## src/rtl/oflow_mem_buffer_arbiter.sv

```systemverilog
`default_nettype none
// ============================================================================
// Module   : oflow_mem_buffer_arbiter
// Brief    : Round-robin write/read burst arbiter for a single-port buffer.
// Revision : 1.0 - initial release
// ============================================================================
module oflow_mem_buffer_arbiter #(
  parameter int ADDR_W    = 10,
  parameter int DATA_W    = 32,
  parameter int BURST_LEN = 4
) (
  input  logic              clk,
  input  logic              reset_N,
  input  logic              wr_req,
  input  logic [ADDR_W-1:0] wr_base,
  input  logic [DATA_W-1:0] wr_data,
  output logic              wr_gnt,
  output logic              wr_beat,
  input  logic              rd_req,
  input  logic [ADDR_W-1:0] rd_base,
  output logic              rd_gnt,
  output logic              rd_valid,
  output logic [DATA_W-1:0] rd_data,
  output logic              mem_en,
  output logic              mem_we,
  output logic [ADDR_W-1:0] mem_addr,
  output logic [DATA_W-1:0] mem_wdata,
  input  logic [DATA_W-1:0] mem_rdata,
  output logic              busy
);

  typedef enum logic [1:0] {
    IDLE     = 2'd0,
    WR_BURST = 2'd1,
    RD_BURST = 2'd2
  } state_t;

  localparam logic [3:0] LAST_BEAT = 4'(BURST_LEN - 1);

  state_t            state_q, state_d;
  logic [3:0]        beat_q, beat_d;
  logic [ADDR_W-1:0] addr_q, addr_d;
  logic              last_rd_q, last_rd_d;
  logic              rd_valid_q;

  logic arb_point;
  logic last_is_rd;
  logic grant_wr;
  logic grant_rd;

  // At the final beat the burst in flight already counts as last served,
  // so back-to-back arbitration alternates without an idle bubble.
  always_comb begin
    arb_point  = (state_q == IDLE) || (beat_q == LAST_BEAT);
    last_is_rd = last_rd_q;
    if (state_q == RD_BURST) last_is_rd = 1'b1;
    if (state_q == WR_BURST) last_is_rd = 1'b0;
    grant_wr   = arb_point && wr_req && (!rd_req || last_is_rd);
    grant_rd   = arb_point && rd_req && !grant_wr;
  end

  always_comb begin
    state_d   = state_q;
    beat_d    = beat_q;
    addr_d    = addr_q;
    last_rd_d = last_rd_q;
    if (arb_point) begin
      if (state_q != IDLE) last_rd_d = (state_q == RD_BURST);
      beat_d = 4'd0;
      if (grant_wr) begin
        state_d = WR_BURST;
        addr_d  = wr_base;
      end else if (grant_rd) begin
        state_d = RD_BURST;
        addr_d  = rd_base;
      end else begin
        state_d = IDLE;
      end
    end else begin
      beat_d = beat_q + 4'd1;
      addr_d = addr_q + 1'b1;
    end
  end

  always_ff @(posedge clk or negedge reset_N) begin
    if (!reset_N) begin
      state_q    <= IDLE;
      beat_q     <= 4'd0;
      addr_q     <= '0;
      last_rd_q  <= 1'b1;
      rd_valid_q <= 1'b0;
    end else begin
      state_q    <= state_d;
      beat_q     <= beat_d;
      addr_q     <= addr_d;
      last_rd_q  <= last_rd_d;
      rd_valid_q <= (state_q == RD_BURST);
    end
  end

  // Buffer output is already registered; gating keeps rd_data at 0 when idle/reset.
  always_comb begin
    wr_gnt    = 1'b0;
    wr_beat   = 1'b0;
    rd_gnt    = 1'b0;
    mem_en    = 1'b0;
    mem_we    = 1'b0;
    mem_addr  = '0;
    mem_wdata = '0;
    case (state_q)
      WR_BURST: begin
        wr_gnt    = 1'b1;
        wr_beat   = 1'b1;
        mem_en    = 1'b1;
        mem_we    = 1'b1;
        mem_addr  = addr_q;
        mem_wdata = wr_data;
      end
      RD_BURST: begin
        rd_gnt   = 1'b1;
        mem_en   = 1'b1;
        mem_addr = addr_q;
      end
      default: ;
    endcase
    busy     = wr_gnt | rd_gnt;
    rd_valid = rd_valid_q;
    rd_data  = rd_valid_q ? mem_rdata : '0;
  end

endmodule
`default_nettype wire
```

## config.mk

```make
export PLATFORM = sky130hd
export DESIGN_NAME = oflow_mem_buffer_arbiter
export DESIGN_NICKNAME = d
export VERILOG_FILES = /design/src/rtl/oflow_mem_buffer_arbiter.sv
export SDC_FILE = /design/constraint.sdc
export NUM_CORES = 1
export LEC_CHECK = 0
export BUFFER_PORTS_ARGS = -buffer_cell sky130_fd_sc_hd__buf_2
export CAP_MARGIN = 0
export CELL_PAD_IN_SITES_DETAIL_PLACEMENT = 1
export CELL_PAD_IN_SITES_GLOBAL_PLACEMENT = 1
export CORE_MARGIN = 2
export CORE_UTILIZATION = 26
export CTS_BUF_LIST = sky130_fd_sc_hd__clkbuf_4 sky130_fd_sc_hd__clkbuf_8
export DETAILED_ROUTE_END_ITERATION = 16
export PLACE_DENSITY = 0.92
export SETUP_SLACK_MARGIN = 0.4
export SLEW_MARGIN = 20
export SYNTH_ARGS = -nofsm -noshare
export SYNTH_HDL_FRONTEND = slang
export SYNTH_SLANG_ARGS = --single-unit
export TNS_END_PERCENT = 5
```

## constraint.sdc

```tcl
create_clock -name clk -period 2.7 [get_ports clk]
set_input_delay 0.54 -clock clk [delete_from_list [all_inputs] [get_ports clk]]
set_output_delay 0.54 -clock clk [all_outputs]
set_load 0.02 [all_outputs]
```

==> impl_metrics.py, run 1 <==
metrics = {
    "run_status": {
        "outcome": "finished clean",
    },
    "layout": {
        "final_nets": 459,
        "final_cell_count_no_fill": 442,
        "layout-drive-gt1-share": 0.5096,
        "layout_commonest_cell": "buf_2",
        "fin_util": 0.4136,
        "antennaDiodeCount": 0,
        "area_growth_pct": 54.48,
        "finished_layout_cell_area_mm2": 0.002611,
        "layout.cells.most_common_list": "buf_2 (168), and2_1 (74), dfrtp_1 (17)",
    },
    "clocking": {
        "cts_buffer_depth": 2,
        "post-cts-setup-buffer-count": 0,
        "worst_skew_pair.late_latency_ns": 0.27,
        "worst_setup_hold_path_clk_slew_ns": 0.08,
        "postCtsResizedCells": 0,
        "cts_tree": "built",
        "ctsRootBufferMaster": "clkbuf_8",
        "cts.htree.levels": 1,
        "cts_sinks": 18,
        "number_of_hold_repair_buffers_added_at_the_cts_stage": 0,
        "cts_made_buffers": 3,
    },
    "detailed_routing": {
        "viasPerCell": 4.683,
        "antenna_left": 0,
        "wl_um": 6915,
        "post_drt_wl_per_cell_um": 15.64,
        "vias": 2070,
        "drtPass1Iterations": 4,
        "dr.first_iter.drc_count": 44,
        "detail_route.drc_violations": 0,
    },
    "die": {
        "coreArea_mm2": 0.006314,
        "start_util": 0.2677,
        "die-area_mm2": 0.007162,
        "number_of_standard_cell_rows_in_the_floorplan": 29,
        "chipHeight_um": 84.63,
        "die_x_um": 84.63,
        "num_io_pins": 169,
    },
    "worst_setup_path": {
        "cp.required_ns": 2.16,
        "worst_path_largest_cell_delay_ns": 0.53,
        "crit_path_max_fanout": 12,
        "worstSetupStartpointType": "flip-flop",
        "timing.rr.end": "addr_q[2]",
        "worst-r2r-cell-count": 7,
        "r2r_slack_ns": 0.75,
        "crit_type": "flip-flop to output port",
        "worst_setup_path_end_kind": "output port",
        "path_cells": "inv_1, ha_1, and2_1, buf_2",
        "worstPathArrival_ns": 1.63,
        "crit_slowest_cell": "ha_1",
        "regToRegStartpoint": "state_q[1]",
    },
    "synthesis": {
        "async_flop_share": 1.000,
        "synthesis.area_mm2": 0.001690,
        "synth_seq_cells": 18,
        "synth_top_area_frac": 0.2739,
        "synthesis.yosys.warnings": 0,
        "synth_area_leaders": "and2_1 (27%), dfrtp_1 (25%), ha_1 (3.7%)",
        "avgSynthCellArea_um2": 8.286,
        "synth_cells": 204,
        "postSynth.topFlopCell": "dfrtp_1",
        "synthesis.nets": 297,
        "number_of_enable_flip_flop_cells_after_synthesis": 0,
        "yosys.cell_types.count": 45,
        "synth_area_leader_cell": "and2_1",
        "yosysSeqAreaShare": 0.2672,
    },
    "grt": {
        "globalRouteOverflowTotal": 0,
        "globalRouteTotalUtil": 0.1811,
        "largest_net_degree_at_the_start_of_global_routing": 38,
        "antenna_found_initial": 0,
        "grt_first_pass_wirelength_um": 10520,
        "via_count_of_the_first_global_routing_pass": 2049,
    },
    "power_and_ir_drop": {
        "internal_portion_of_total_power_mw": 1.283,
        "switching_pwr_mw": 1.542,
        "power.density_mw_per_mm2": 1082,
        "leakagePower_nw": 1.510,
        "switching_share_of_power": 0.5457,
        "max-vdd-ir-drop_mv": 0.5618,
        "finalPower_mw": 2.825,
        "comb_power_share": 0.720,
        "seq_power_share": 0.203,
        "clkPwrFrac": 0.077,
    },
    "sta": {
        "fin_skew_ns": 0.01022,
        "timing.final.hold_violations": 0,
        "timing_worst_slew_pin_value_ns": 0.6535,
        "max_freq_mhz": 461.7,
        "tns_setup_ns": 0,
        "period_needed_ns": 2.166,
        "layout_worst_path_cycle_share": 0.8022,
        "report.final.slew_viol_count": 0,
        "grt_setup_unrepaired": "false",
        "final-setup-viol-count": 0,
        "maxSlewHeadroom": 0.5643,
        "hold_ws_ns": 0.2019,
        "setup_slack_ns": 0.5342,
    },
    "placed_design": {
        "numPlacedInstances": 438,
        "globalplace.congestion": 0.8072,
        "port_buffers": 168,
        "placement.cell_area_mm2": 0.002562,
        "place_worst_setup_slack_ns": 0.7279,
        "dp_hpwl_um": 5697,
    },
    "flow_run": {
        "maxCapViolations": 0,
    },
    "worst_hold_path": {
        "type_of_the_worst_min_delay_path": "input pin to asynchronous set/reset pin",
    },
}
==> worst max path at each step <==
stage                          start       endpoint  slack, ns
after CTS                 state_q[0]    mem_addr[3]       0.55
after global routing      state_q[0]    mem_addr[3]       0.43
after detailed placement  state_q[1]      addr_q[3]       0.73
final                     state_q[0]    mem_addr[3]       0.53
after floorplan           state_q[1]  mem_wdata[10]       0.86
after global placement    state_q[1]      addr_q[2]       0.87
==> area by class of cell <==
cell class	instances	area, um^2
fill	852	3702
multi-input combinational	165	1129
timing repair buffer	170	855.8
sequential	18	451.7
tap	77	96.34
clock buffer	4	48.80
inverter	8	30.03
==> worst max-delay path, delay by kind of cell, from the launching register on <==
family                   cells  cell delay, ns
adder cells (fa/ha/maj)      1            0.53
buffers and inverters        2            0.25
flip-flops                   1            0.38
AND/OR/NAND/NOR              1            0.21
==> kinds of logic after synthesis <==
kind of cell,Yosys count,synth area share
AO/OA/AOI/OAI,41,0.1924
XOR/XNOR,3,0.01555
adder cells (fa/ha/maj),5,0.03701
buffers and inverters,21,0.06513
flip-flops,18,0.2672
multiplexers,6,0.03627
AND/OR/NAND/NOR,110,0.3864
==> registers in the layout, indices dropped and copies added (netlist names) <==
signal,cells
addr_q,10
beat_q,4
last_rd_q,1
rd_valid,1
state_q,2
==> power by group through the flow <==
stage	sequential [mW]	combinational (mW)	clock, mW
6_report	0.575	2.03	0.216
5_1_grt	0.603	2.20	0.229
4_1_cts	0.578	2.05	0.220
3_5_place_dp	0.582	2.05	0
3_3_place_gp	0.563	1.96	0
2_1_floorplan	0.508	1.49	0
==> synth_stat cells (all sizes together), types with 2 or more instances <==
library cell and n:
nor3 2, o21ai 11, inv 8, xnor2 2
mux2i 5, dfrtp 17, o211ai 3, nand2 8
o21a 2, a21oi 3, and2 74, ha 5
a211oi 8, a211o 2, nand3 6, buf 7
and3 4, clkbuf 6, nor2 10, o21bai 3
==> layer usage <==
metal / GRT usage / share of wire / vias to the layer above
li1: - / - / 1013
met1: 0.2108 / 0.37 / 944
met2: 0.3443 / 0.55 / 98
met3: 0.02360 / 0.059 / 15
met4: 0.04906 / 0.021 / 0
met5: 0 / 0 / -
Power figures use the tool's default switching activity.
==> run 2: changes to the inputs <==
--- a/config.mk
+++ b/config.mk
@@ -10,10 +10,10 @@
 export CELL_PAD_IN_SITES_DETAIL_PLACEMENT = 1
 export CELL_PAD_IN_SITES_GLOBAL_PLACEMENT = 1
 export CORE_MARGIN = 2
-export CORE_UTILIZATION = 26
+export CORE_UTILIZATION = 21
 export CTS_BUF_LIST = sky130_fd_sc_hd__clkbuf_4 sky130_fd_sc_hd__clkbuf_8
 export DETAILED_ROUTE_END_ITERATION = 16
-export PLACE_DENSITY = 0.92
+export PLACE_DENSITY = 0.8
 export SETUP_SLACK_MARGIN = 0.4
 export SLEW_MARGIN = 20
 export SYNTH_ARGS = -nofsm -noshare
==> constraint.sdc (replaced) <==
create_clock -name clk -period 1.92 [get_ports clk]
set_input_delay 0.384 -clock clk [delete_from_list [all_inputs] [get_ports clk]]
set_output_delay 0.384 -clock clk [all_outputs]
set_load 0.02 [all_outputs]
==> run 2 against run 1 <==
  * Worst hold slack got worse by 0.14 ns
  * Total power up 70%
  * Global-route usage is 2.7 points lower
  * Non-clock buffer count grew 10
  * Critical path depth up 1
  * First-iteration DRC count rose by 6.8%
  * Wire length up 6.0%
  * Clock power grew 41%
  * Register-to-register slack lost 0.55 ns
  * Count of clock-buffer cells in the layout did not move
  * Sequential share of layout area shrank 2.4 points
  * Critical endpoint is now mem_wdata[3]
  * Largest power group unchanged
  * Highest routed layer unchanged
==> impl_metrics.py, run 2 (synthesis results as in run 1) <==
metrics = {
    "worst_setup_path": {
        "worst_path_largest_cell_delay_ns": 0.40,
        "worst_setup_path_end_kind": "output port",
        "path_cells": "buf_6, ha_4, buf_12, and2_1, buf_6",
        "worstSetupStartpointType": "flip-flop",
        "worst-r2r-cell-count": 8,
        "cp.required_ns": 1.54,
        "crit_slowest_cell": "dfrtp_1",
        "worst_path_most_repeated_cell": "buf_6",
        "regToRegStartpoint": "state_q[0]",
        "worst_setup_path_startpoint": "state_q[0]",
        "crit_type": "flip-flop to output port",
        "worstPathArrival_ns": 1.42,
        "r2r_slack_ns": 0.20,
        "timing.rr.end": "addr_q[7]",
        "crit_path_max_fanout": 18,
    },
    "placed_design": {
        "globalplace.congestion": 0.8716,
        "place_worst_setup_slack_ns": 0.2184,
        "dp_hpwl_um": 5706,
        "port_buffers": 168,
        "numPlacedInstances": 464,
    },
    "layout": {
        "layout-drive-gt1-share": 0.5680,
        "fin_util": 0.3900,
        "layout_commonest_cell": "buf_2",
        "largestRegisters": "addr_q (10), beat_q (4), state_q (2)",
        "largest_register_ffs": 10,
        "layout.cells.most_common_list": "buf_2 (144), and2_1 (68), buf_6 (28)",
        "area_growth_pct": 79.20,
        "final_cell_count_no_fill": 477,
        "final_nets": 469,
        "antennaDiodeCount": 0,
        "regMostFlops": "addr_q",
    },
    "power_and_ir_drop": {
        "switching_share_of_power": 0.4935,
        "clkPwrFrac": 0.063,
        "seq_power_share": 0.158,
        "leakagePower_nw": 1.619,
        "internal_portion_of_total_power_mw": 2.431,
        "comb_power_share": 0.778,
        "finalPower_mw": 4.800,
        "power.density_mw_per_mm2": 1585,
        "max-vdd-ir-drop_mv": 0.9500,
        "switching_pwr_mw": 2.369,
    },
    "run_status": {
        "outcome": "finished clean",
    },
    "sta": {
        "setup_slack_ns": 0.1209,
        "max_freq_mhz": 555.8,
        "tns_setup_ns": 0,
        "timing.final.hold_violations": 0,
        "period_needed_ns": 1.799,
        "maxSlewHeadroom": 0.6945,
        "layout_worst_path_cycle_share": 0.9370,
        "grt_setup_unrepaired": "true",
        "fin_skew_ns": 0.004098,
        "report.final.slew_viol_count": 0,
        "timing_worst_slew_pin_value_ns": 0.4583,
        "final-setup-viol-count": 0,
    },
    "die": {
        "die_x_um": 93.72,
        "num_io_pins": 169,
        "die-area_mm2": 0.008783,
        "start_util": 0.2176,
        "number_of_standard_cell_rows_in_the_floorplan": 32,
        "coreArea_mm2": 0.007767,
        "chipHeight_um": 93.72,
    },
    "flow_run": {
        "maxCapViolations": 0,
    },
    "clocking": {
        "worst_skew_pair.late_latency_ns": 0.26,
        "ctsRootBufferMaster": "clkbuf_8",
        "cts_buffer_depth": 2,
        "cts.htree.levels": 1,
        "cts_sinks": 18,
        "worst_setup_hold_path_clk_slew_ns": 0.08,
        "number_of_hold_repair_buffers_added_at_the_cts_stage": 0,
        "cts_made_buffers": 3,
        "cts_tree": "built",
    },
    "worst_hold_path": {
        "type_of_the_worst_min_delay_path": "input pin to asynchronous set/reset pin",
    },
    "detailed_routing": {
        "dr.first_iter.drc_count": 47,
        "antenna_left": 0,
        "post_drt_wl_per_cell_um": 15.37,
        "wl_um": 7332,
        "drtPass1Iterations": 4,
        "viasPerCell": 4.528,
        "vias": 2160,
        "detail_route.drc_violations": 0,
    },
    "grt": {
        "antenna_found_initial": 0,
        "via_count_of_the_first_global_routing_pass": 2109,
        "largest_net_degree_at_the_start_of_global_routing": 34,
        "grt_first_pass_wirelength_um": 10700,
        "globalRouteTotalUtil": 0.1539,
        "globalRouteOverflowTotal": 0,
    },
}
-- run 2: power groups by stage --
stage	logic, mW	clock network (mW)	registers [mW]
6_report	3.74	0.304	0.759
5_1_grt	4.03	0.321	0.792
4_1_cts	3.68	0.307	0.750
3_5_place_dp	3.04	0	0.766
3_3_place_gp	2.96	0	0.755
2_1_floorplan	2.17	0	0.727
-- run 2: layer usage --
| layer | share of wire | up-vias | GRT usage |
|---|---|---|---|
| li1 | - | 1033 | - |
| met1 | 0.37 | 1011 | 0.1754 |
| met2 | 0.54 | 106 | 0.2911 |
| met3 | 0.076 | 10 | 0.03291 |
| met4 | 0.013 | 0 | 0.03382 |
| met5 | 0 | - | 0 |
-- run 2: how the worst max path moves through the flow --
| stage | to | cells past startpoint |
|---|---|---|
| 2_1_floorplan | addr_q[2] | 6 |
| 6_report | mem_wdata[3] | 5 |
| 4_1_cts | mem_wdata[24] | 5 |
| 3_5_place_dp | addr_q[5] | 6 |
| 3_3_place_gp | addr_q[1] | 6 |
| 5_1_grt | mem_addr[0] | 5 |
-- run 2: repair_timing --
item / CTS / global route
cloned: 1 / 0
resized for setup: 65 / 7
setup buffers: 6 / 2
setup endpoints to repair: 90 / 92
pin swaps: 2 / 6
-- run 2: critical path, delay by kind of cell (launching register included) --
family | cells | cell delay (ns)
fa+ha+maj | 1 | 0.18
buf+inv | 3 | 0.41
flops | 1 | 0.40
simple gates | 1 | 0.16
-- run 2: cell type report --
| cell class | instances | area, um^2 |
|---|---|---|
| tap | 102 | 127.6 |
| inverter | 8 | 30.03 |
| fill | 964 | 4738 |
| multi-input combinational | 165 | 1230 |
| sequential | 18 | 451.7 |
| clock buffer | 4 | 48.80 |
| timing repair buffer | 180 | 1141 |
-- run 2: metrics by stage --
stage               instance area [um^2]  hold slack, ns
floorplan                           1724         0.08841
global placement                    2648          0.3455
detailed placement                  2648          0.3590
CTS                                 2977         0.07063
global route                        3029         0.07843
finish                              3029         0.05963
==> run 3: changes to the inputs <==
--- a/config.mk
+++ b/config.mk
@@ -14,6 +14,7 @@
 export CTS_BUF_LIST = sky130_fd_sc_hd__clkbuf_4 sky130_fd_sc_hd__clkbuf_8
 export DETAILED_ROUTE_END_ITERATION = 16
 export PLACE_DENSITY = 0.8
+export RECOVER_POWER = 25
 export SETUP_SLACK_MARGIN = 0.4
 export SLEW_MARGIN = 20
 export SYNTH_ARGS = -nofsm -noshare
==> run 3 against run 2 <==
  * Worst hold slack improved by 0.25 ns
  * Sequential power barely moved
  * Final cell count did not move
  * Core utilization fell by 0.11 points
  * Count of clock-buffer cells in the layout did not move
  * Global-route usage did not move
  * First-iteration DRC count did not move
  * Critical path type unchanged
==> impl_metrics.py, run 3 (synthesis results as in run 1) <==
metrics = {
    "die": {
        "chipHeight_um": 93.72,
        "die-area_mm2": 0.008783,
        "num_io_pins": 169,
        "start_util": 0.2176,
        "number_of_standard_cell_rows_in_the_floorplan": 32,
        "coreArea_mm2": 0.007767,
        "die_x_um": 93.72,
    },
    "detailed_routing": {
        "vias": 2149,
        "antenna_left": 0,
        "wl_um": 7330,
        "drtPass1Iterations": 4,
        "viasPerCell": 4.505,
        "dr.first_iter.drc_count": 47,
        "detail_route.drc_violations": 0,
        "post_drt_wl_per_cell_um": 15.37,
    },
    "sta": {
        "report.final.slew_viol_count": 0,
        "tns_setup_ns": 0,
        "maxSlewHeadroom": 0.2631,
        "final-setup-viol-count": 0,
        "timing.final.hold_violations": 0,
        "timing_worst_slew_pin_value_ns": 1.105,
        "period_needed_ns": 1.798,
        "grt_setup_unrepaired": "true",
        "layout_worst_path_cycle_share": 0.9366,
        "max_freq_mhz": 556.1,
        "fin_skew_ns": 0.003379,
    },
    "flow_run": {
        "maxCapViolations": 0,
    },
    "layout": {
        "largestRegisters": "addr_q (10), beat_q (4), state_q (2)",
        "regMostFlops": "addr_q",
        "finished_layout_cell_area_mm2": 0.003020,
        "fillCellCount": 964,
        "layout.cells.most_common_list": "buf_2 (141), and2_1 (68), buf_6 (28)",
        "layout_commonest_cell": "buf_2",
        "antennaDiodeCount": 0,
        "area_growth_pct": 78.68,
        "final_nets": 469,
        "multiInputGateArea_mm2": 0.001227,
        "register_area_um2": 451.7,
        "layout-drive-gt1-share": 0.5573,
        "largest_register_ffs": 10,
    },
    "worst_setup_path": {
        "worstSetupStartpointType": "flip-flop",
        "cp.required_ns": 1.54,
        "regToRegStartpoint": "beat_q[0]",
        "crit_type": "flip-flop to output port",
        "timing.rr.end": "addr_q[4]",
        "worst_setup_path_end_kind": "output port",
        "worstPathArrival_ns": 1.41,
        "r2r_slack_ns": 0.16,
        "worst-r2r-cell-count": 5,
        "crit_path_max_fanout": 18,
    },
    "clocking": {
        "cts_buffer_depth": 2,
        "cts.htree.levels": 1,
        "cts_tree": "built",
        "ctsRootBufferMaster": "clkbuf_8",
        "cts_made_buffers": 3,
        "cts_sinks": 18,
        "worst_setup_hold_path_clk_slew_ns": 0.07,
        "number_of_hold_repair_buffers_added_at_the_cts_stage": 0,
        "worst_skew_pair.late_latency_ns": 0.26,
    },
    "run_status": {
        "outcome": "finished clean",
    },
    "power_and_ir_drop": {
        "max-vdd-ir-drop_mv": 0.9473,
        "leakagePower_nw": 1.605,
        "power.density_mw_per_mm2": 1583,
    },
    "grt": {
        "globalRouteTotalUtil": 0.1539,
        "antenna_found_initial": 0,
        "via_count_of_the_first_global_routing_pass": 2109,
        "globalRouteOverflowTotal": 0,
        "grt_first_pass_wirelength_um": 10700,
        "largest_net_degree_at_the_start_of_global_routing": 34,
    },
    "placed_design": {
        "placement.cell_area_mm2": 0.002648,
        "globalplace.congestion": 0.8716,
        "port_buffers": 168,
        "dp_hpwl_um": 5706,
    },
    "worst_hold_path": {
        "type_of_the_worst_min_delay_path": "input pin to asynchronous set/reset pin",
    },
}
## run 3: cell types whose count changed in the layout (fill, tap and decap cells not counted)
| cell | delta |
|---|---|
| clkbuf_1 | +3 |
| or3b_1 | +1 |
| or3b_4 | -1 |
| buf_4 | -1 |
| buf_2 | -3 |
| clkbuf_2 | +1 |
## run 3: routing by layer
layer	up-vias	global-route usage	routed length (um)
met5	-	0	0
met4	0	0.03382	93
met3	10	0.03291	561
met2	106	0.2911	3949
met1	1002	0.1754	2725
li1	1031	-	-
## run 3: critical path, cell delays in order (launching register included)
cell and delay, ns:
dfrtp_1 0.40, buf_6 0.13, ha_4 0.18, buf_12 0.14, and2_1 0.16, buf_6 0.14
## run 3: how the worst max path moves through the flow
stage	cells past startpoint	to	slack (ns)	from
CTS	5	mem_wdata[24]	0.12	state_q[0]
floorplan	6	addr_q[2]	0.36	state_q[0]
global route	5	mem_addr[0]	0.06	state_q[0]
finish	5	mem_wdata[3]	0.12	state_q[0]
global placement	6	addr_q[1]	0.26	state_q[0]
detailed placement	6	addr_q[5]	0.22	state_q[0]
## run 3: layout make-up
type / instances / share of cell area
multi-input cells: 165 / 0.4064
repair buffers: 180 / 0.3757
flip-flops and latches: 18 / 0.1495
well taps: 102 / 0.04225
clock buffers: 4 / 0.01616
inverters: 8 / 0.009942
## run 3: per-stage QoR
step / util / setup WS [ns] / total power [mW] / std cells / hold WS [ns]
final: 0.3889 / 0.1217 / 4.781 / 477 / 0.3065
after global routing: 0.3889 / 0.05570 / 5.125 / 477 / 0.3520
after CTS: 0.3832 / 0.1198 / 4.734 / 475 / 0.07063
after detailed placement: 0.3409 / 0.2184 / 3.811 / 464 / 0.3590
after global placement: 0.3409 / 0.2585 / 3.711 / 464 / 0.3455
after floorplan: - / 0.3553 / 2.896 / 204 / 0.08841
## run 3: where the power goes
part	switching [mW]	internal, mW
logic	2.03	1.69
registers	0.195	0.564
clock network	0.142	0.162
total	2.37	2.42
## run 3: timing repair
action,CTS,global route
gates resized for setup,65,7
pin swaps,2,6
setup endpoints to repair,90,92
setup buffers,6,2
gates cloned,1,0
